### config.mk
export PLATFORM = sky130hd
export DESIGN_NAME = pe_col_sched
export DESIGN_NICKNAME = d
export VERILOG_FILES = /design/src/rtl/pe_col_sched.sv
export SDC_FILE = /design/constraint.sdc
export NUM_CORES = 1
export LEC_CHECK = 0
export BUFFER_PORTS_ARGS = -buffer_cell sky130_fd_sc_hd__buf_2
export CAP_MARGIN = 0
export CORE_MARGIN = 2
export CORE_UTILIZATION = 45
export CTS_CLUSTER_SIZE = 14
export DETAILED_ROUTE_END_ITERATION = 6
export PLACE_DENSITY = 0.7
export SLEW_MARGIN = 20
export SYNTH_ARGS = -nofsm -noshare
export SYNTH_HDL_FRONTEND = slang
export SYNTH_SLANG_ARGS = --single-unit
### constraint.sdc
create_clock -name i_clk -period 2.4 [get_ports i_clk]
set_input_delay 0.36 -clock i_clk [delete_from_list [all_inputs] [get_ports i_clk]]
set_output_delay 0.36 -clock i_clk [all_outputs]
set_load 0.01 [all_outputs]
### src/rtl/pe_col_sched.sv
// pe_col_sched: sequences weight preload, skewed activation feed and result capture for one systolic PE column.
// Weights go in deepest row first; each activation row is delayed one extra cycle per row depth.
module pe_col_sched #(
  parameter int ROWS = 9,
  parameter int LAT = 2
) (
  input  logic                i_clk,
  input  logic                i_rst_n,
  input  logic                i_start,
  input  logic [7:0]          i_n_vec,
  input  logic                i_w_valid,
  input  logic [7:0]          i_w_data,
  output logic                o_w_ready,
  input  logic                i_a_valid,
  input  logic [ROWS*8-1:0]   i_a_data,
  output logic                o_a_ready,
  output logic [31:0]         o_north_data,
  output logic [ROWS*9-1:0]   o_west_data,
  input  logic [31:0]         i_south_data,
  output logic                o_res_valid,
  output logic [31:0]         o_res_data,
  output logic                o_busy,
  output logic                o_done
);
  localparam int WW = $clog2(ROWS + 1);
  localparam int PL = ROWS + LAT;

  typedef enum logic [2:0] {IDLE, LOAD_W, STREAM, DRAIN, DONE} state_t;

  state_t state, state_nx;
  logic [7:0] n_vec, v_cnt, r_cnt;
  logic [WW-1:0] w_cnt;
  logic [ROWS-1:0] sk_v;
  logic [PL-1:0] res_pipe;
  logic beat, acc, w_last;

  assign o_w_ready = state == LOAD_W;
  assign o_a_ready = state == STREAM && v_cnt != n_vec;
  assign beat = i_w_valid && o_w_ready;
  assign acc = i_a_valid && o_a_ready;
  assign w_last = w_cnt == WW'(ROWS - 1);
  assign o_busy = state != IDLE;
  assign o_done = state == DONE;
  assign o_res_valid = res_pipe[PL-1];
  assign o_res_data = o_res_valid ? i_south_data : 32'd0;

  always_comb begin
    state_nx = state;
    case (state)
      IDLE:    state_nx = i_start ? LOAD_W : IDLE;
      LOAD_W:  state_nx = beat && w_last ? (n_vec == 8'd0 ? DONE : STREAM) : LOAD_W;
      STREAM:  state_nx = acc && v_cnt + 8'd1 == n_vec ? DRAIN : STREAM;
      DRAIN:   state_nx = o_res_valid && r_cnt + 8'd1 == n_vec ? DONE : DRAIN;
      default: state_nx = IDLE;
    endcase
  end

  always_ff @(posedge i_clk or negedge i_rst_n)
    if (!i_rst_n) state <= IDLE;
    else state <= state_nx;

  always_ff @(posedge i_clk or negedge i_rst_n) begin
    if (!i_rst_n) begin
      n_vec <= '0;
      v_cnt <= '0;
      r_cnt <= '0;
      w_cnt <= '0;
      sk_v <= '0;
      res_pipe <= '0;
      o_north_data <= '0;
    end else begin
      if (state == IDLE && i_start) begin
        n_vec <= i_n_vec;
        v_cnt <= '0;
        r_cnt <= '0;
        w_cnt <= '0;
      end
      if (beat) w_cnt <= w_cnt + WW'(1);
      if (acc) v_cnt <= v_cnt + 8'd1;
      if (o_res_valid) r_cnt <= r_cnt + 8'd1;
      o_north_data <= beat ? {24'd0, i_w_data} : (state == LOAD_W ? o_north_data : 32'd0);
      sk_v <= (sk_v << 1) | ROWS'(acc);
      res_pipe <= (res_pipe << 1) | PL'(acc);
    end
  end

  // row g keeps only its own byte, delayed g+1 cycles; empty slots shift in zeros
  for (genvar g = 0; g < ROWS; g++) begin : g_row
    localparam int CW = (g + 1) * 8;
    logic [CW-1:0] ch;
    always_ff @(posedge i_clk or negedge i_rst_n)
      if (!i_rst_n) ch <= '0;
      else ch <= (ch << 8) | CW'(acc ? i_a_data[g*8 +: 8] : 8'd0);
    assign o_west_data[(ROWS-g)*9-1 -: 9] = {sk_v[g], ch[CW-1 -: 8]};
  end
endmodule

# Word level (Yosys, flattened, before mapping)
# Cells that the tools add are included.
# classes
addsub	3
eq_ne	9
n_mux	23
bitwise_logic	10
n_reduce_logical	13
# op_table
operator	count
$mux 32	3
$mux 8	12
$or 72x72->72	1
$or 64x64->64	1
$or 56x8->56	1
$or 48x8->48	1
$or 40x8->40	1
$or 32x8->32	1
$or 24x8->24	1
$add 8x1->8 const B	2
$eq 8x8->1	2
$or 16x8->16	1
$pmux 3 s4	1
$or 11x1->11	1
$mux 3	3
$or 9x1->9	1
$logic_not 8->1	1
$mux 4	2
$ne 8x8->1	1
$logic_and 1x1->1	7
$eq 3x2->1 const B	2
$reduce_bool 2->1	3
$add 4x1->4 const B	1
$eq 4x4->1 const B	1
other kinds (6)	7
# totals
register_bits	443
inputBits	125
output_inout_bits	150
elab_cells	75

# Depth between registers and ports, before layout
# depth
ltp_word	6
depth_mapped	9
mapped_depth_nobuf	8

# Worst setup path before layout
# OpenSTA, ideal clock, no wires.
# synth_path
kind	reg2reg
startpoint	register n_vec[6]
endpoint	register v_cnt[6]
setup_ns	0.139
t_arrival_ns	2.106
required_time_ns	2.261
slack_ns	0.155
stages_incl_launch_ff	9
path_buffers	1
period_less_slack_ns	2.245
cell_sequence	dfrtp_1 > xor2_1 > or4_4 > o311ai_4 > inv_4 > buf_6 > and2_1 > o21ai_1 > o31ai_1
# synth_via
elab_chain_cells	4
elab_cells_between_ends	5
cone_classes	1 x eq/ne; 1 x mux; 3 x reduce/logical
# synth_lines
element	line_no	text
start: declaration	31	logic [7:0] n_vec, v_cnt, r_cnt;
start signal: assignment	73	n_vec <= i_n_vec;
$ne 8x8->1 (*)	38	assign o_a_ready = state == STREAM && v_cnt != n_vec;
$logic_and 1x1->1 (*)	38	
$logic_and 1x1->1 (*)	40	assign acc = i_a_valid && o_a_ready;
$mux 8 / $reduce_bool 2->1 (equally long branches)	-	
end signal: assignment	79	if (acc) v_cnt <= v_cnt + 8'd1;
end: declaration	31	
# Mark *: on every way between the ends. The rest lies on a longest branch, timed or not.
# A chain may end at the register's enable or synchronous reset.

# Worst setup path after layout
# layout_path
startpoint	register n_vec[3]
endpoint	output o_a_ready
# layout_via
elab_chain_cells	2
# layout_lines
element	line_no	text
$ne 8x8->1	38	
$logic_and 1x1->1	38	
end: declaration	16	output logic o_a_ready,
# No other way between the ends.

==> qor.csv <==
metric,value,unit
clock-root-buffer,clkbuf_16,
cts_buffers,41,
core.rowCount,62,
synth_ff_type,dfrtp_1,
cts_tree,built,
cp_max_fo,2,
cp-start-kind,flop,
wl_per_cell,14.0,um
critPathBufInv,1,
setup.worst_path.class,flop to primary output,
ys_seq_area_share,79.4,%
die_w,173,um
post-route-drc-count,0,
maxCapViolCount,0,
clock.fmax,413,MHz
synth.area.top_cells,"dfrtp_1, buf_4, and2_1",
netlist_area,12900,sq um
htreeDepth,2,
path_delay_family,simple AND/OR/NAND/NOR gates,
leakage,8.59,nW
die_h,173,um
clock_sinks,410,
fin_skew,0.0169,ns
syn2layout_area_growth,20.3,%
route.layer.met1.wl,7890,um
grt_pass1_vias,6736,
route.met2.wl,10400,um
max-clock-path-buffers,3,
pwr-share-comb,2.0,%
ios,275,
cp.required,2.04,ns
swShare,19.9,%
critPathMaxStageDelay,0.53,ns
grt-ovfl-total,0,
initial_core_util,45.4,%
crit_path_end_kind,primary output,
period_minus_slack,2.42,ns
synth_cell_types,41,
total_power,0.0134,W
tightest_slew,0.557,ns
dr_wl_met3,1520,um
drt-total-wl,20500,um
routed_via_density,4.38,
syn_avg_cell_area,15.6,sq um
drive_gt1_share,31.5,%
synth_seq_cells,410,
yosysTopAreaCell,dfrtp_1,
clock_latency,0.53,ns
postRouteAntennaNets,0,
rsz0062_at_grt,true,
hold_path.class,input port to flop,
yosysTopAreaCellShare,79.4,%
fin_ws,-0.0240,ns
drt-initial-drc-count,401,
antenna_found_initial,5,
grt_use_total,14.2,%
cts.clk_slew.worst_paths,0.05,ns
core_area,28500,sq um
setup_violations,1,
cp.arrival,2.06,ns
outcome,"complete, but fails checks",
path_cells,xor2_1 > or4_4 > o31a_1 > buf_2,
yosysWarnings,0,
grt_pass1_wl,34000,um
clockPowerShare,46.3,%
async_reset_ff_share,100,%
fin_crit_sh,101,%
port_buffers,250,
max_slew_margin,62.8,%
gp_congestion,0.786,
grt_max_degree,79,
power.switching,0.00266,W
nets,1181,
highest_layer,met5,
cp_slowest_cell,or4_4,
drv_slew,0,
internal_power,0.0107,W
violations,setup timing,
dp.cells,1384,
dpl.hpwl,13200,um
layout.cells.non_filler,1468,
powerDensity,862,nW/um^2
dieArea,30100,sq um
synth-edff-count,0,
synthesis.instances,830,
hold_violations,0,
firstDrtPassIters,4,
vdd_drop_max,0.000552,V
p_seq_share,51.6,%
vias,6432,
## metrics by stage
| stage | hold slack, ns | util [%] | worst slack, ns | setup TNS, ns | instance area [sq um] |
|---|---|---|---|---|---|
| after global placement | 0.331 | 49.5 | 0.164 | 0 | 14100 |
| final | 0.0330 | 54.6 | -0.0240 | -0.0240 | 15500 |
| after CTS | 0.00807 | 54.5 | -0.0515 | -0.0515 | 15500 |
| after global routing | 0.0134 | 54.6 | -0.0708 | -0.0708 | 15500 |
| after floorplan | 0.0644 | - | 0.155 | 0 | 13000 |
| after detailed placement | 0.335 | 49.5 | 0.0899 | 0 | 14100 |
## repair_timing
item,CTS,global route
hold buffers,1,0
pin swaps,2,0
resized for setup,1,3
buffers inserted,8,0
endpoints found under the setup margin,1,56
endpoints found under the hold margin,59,0
## Yosys cell counts (2+ instances only)
| cell | number |
|---|---|
| a21oi_1 | 4 |
| nor4_1 | 3 |
| nand3_1 | 11 |
| ha_1 | 4 |
| nand2_1 | 47 |
| buf_6 | 2 |
| nor2_1 | 20 |
| o21ai_1 | 3 |
| clkbuf_1 | 19 |
| buf_4 | 97 |
| nor3_1 | 5 |
| and2_1 | 108 |
| nand4_1 | 4 |
| xnor2_1 | 16 |
| o21ai_0 | 22 |
| inv_1 | 6 |
| dfrtp_1 | 410 |
| nor2b_1 | 3 |
| mux2i_1 | 12 |
| o31ai_1 | 3 |
| xor2_1 | 11 |
## sequential cells by signal (all words and copies together), names as in the netlist
register      count
o_north_data      8
n_vec             8
r_cnt             8
g_row.ch        360
state             3
v_cnt             8
w_cnt             4
res_pipe         11
## area by class of cell
class | instances | area, sq um
fill | 2295 | 12900
sequential | 410 | 10300
multi-input combinational | 318 | 1900
timing repair buffer | 274 | 1510
clock buffer | 61 | 1210
tap | 384 | 480
clock inverter | 11 | 139
inverter | 7 | 28.8
antenna | 3 | 7.51
## worst min-delay path, stage by stage
cell     delay, ns
buf_2         0.07
nand2_1       0.04
nand2_1       0.04
## logic make-up after synthesis
kind of cell	Yosys count	synth area share [%]
multiplexers	12	0.930
adder cells (fa/ha/maj)	4	0.387
XOR/XNOR	27	1.83
buffers and inverters	125	6.58
AND/OR/NAND/NOR	209	8.75
AO/OA/AOI/OAI	42	2.09
flip-flops	410	79.4
other	1	0.0290
## power by group through the flow
stage               clock [W]  combinational (W)  sequential (W)
global placement            0           0.000279         0.00704
detailed placement          0           0.000283         0.00704
finish                0.00621           0.000272         0.00691
CTS                   0.00639           0.000286         0.00691
global route          0.00672           0.000318         0.00691
floorplan                   0          0.0000563         0.00704
## cells in the final DEF, fill, tap and decap left out, types with 12 or more instances in the layout
cell type  count
clkbuf_16     42
xnor2_1       16
dfrtp_1      409
nor2_1        20
mux2i_1       12
buf_4         16
nand2_1       47
conb_1        24
buf_2        249
and2_1       108
o21ai_0       22
## layer usage
metal / track usage [%] / vias to the layer above
li1: - / 2955
met1: 17.2 / 3173
met2: 23.9 / 241
met3: 4.36 / 59
met4: 5.58 / 4
met5: 0 / -
## path summary, 6_finish.rpt
check | start | end | slack, ns | depth (start not counted)
max | n_vec[3] | o_a_ready | -0.02 | 4
min | i_n_vec[1] | n_vec[1] | 0.03 | 3
max reg2reg | n_vec[3] | g_row[7].ch[0] | 0.12 | 7
min reg2reg | g_row[8].ch[29] | g_row[8].ch[37] | 0.34 | 0
max in group asynchronous | i_rst_n | g_row[7].ch[24] | 1.25 | 3
min in group asynchronous | i_rst_n | g_row[6].ch[41] | 0.40 | 2
Note: power is estimated with default switching activity, not from simulation.
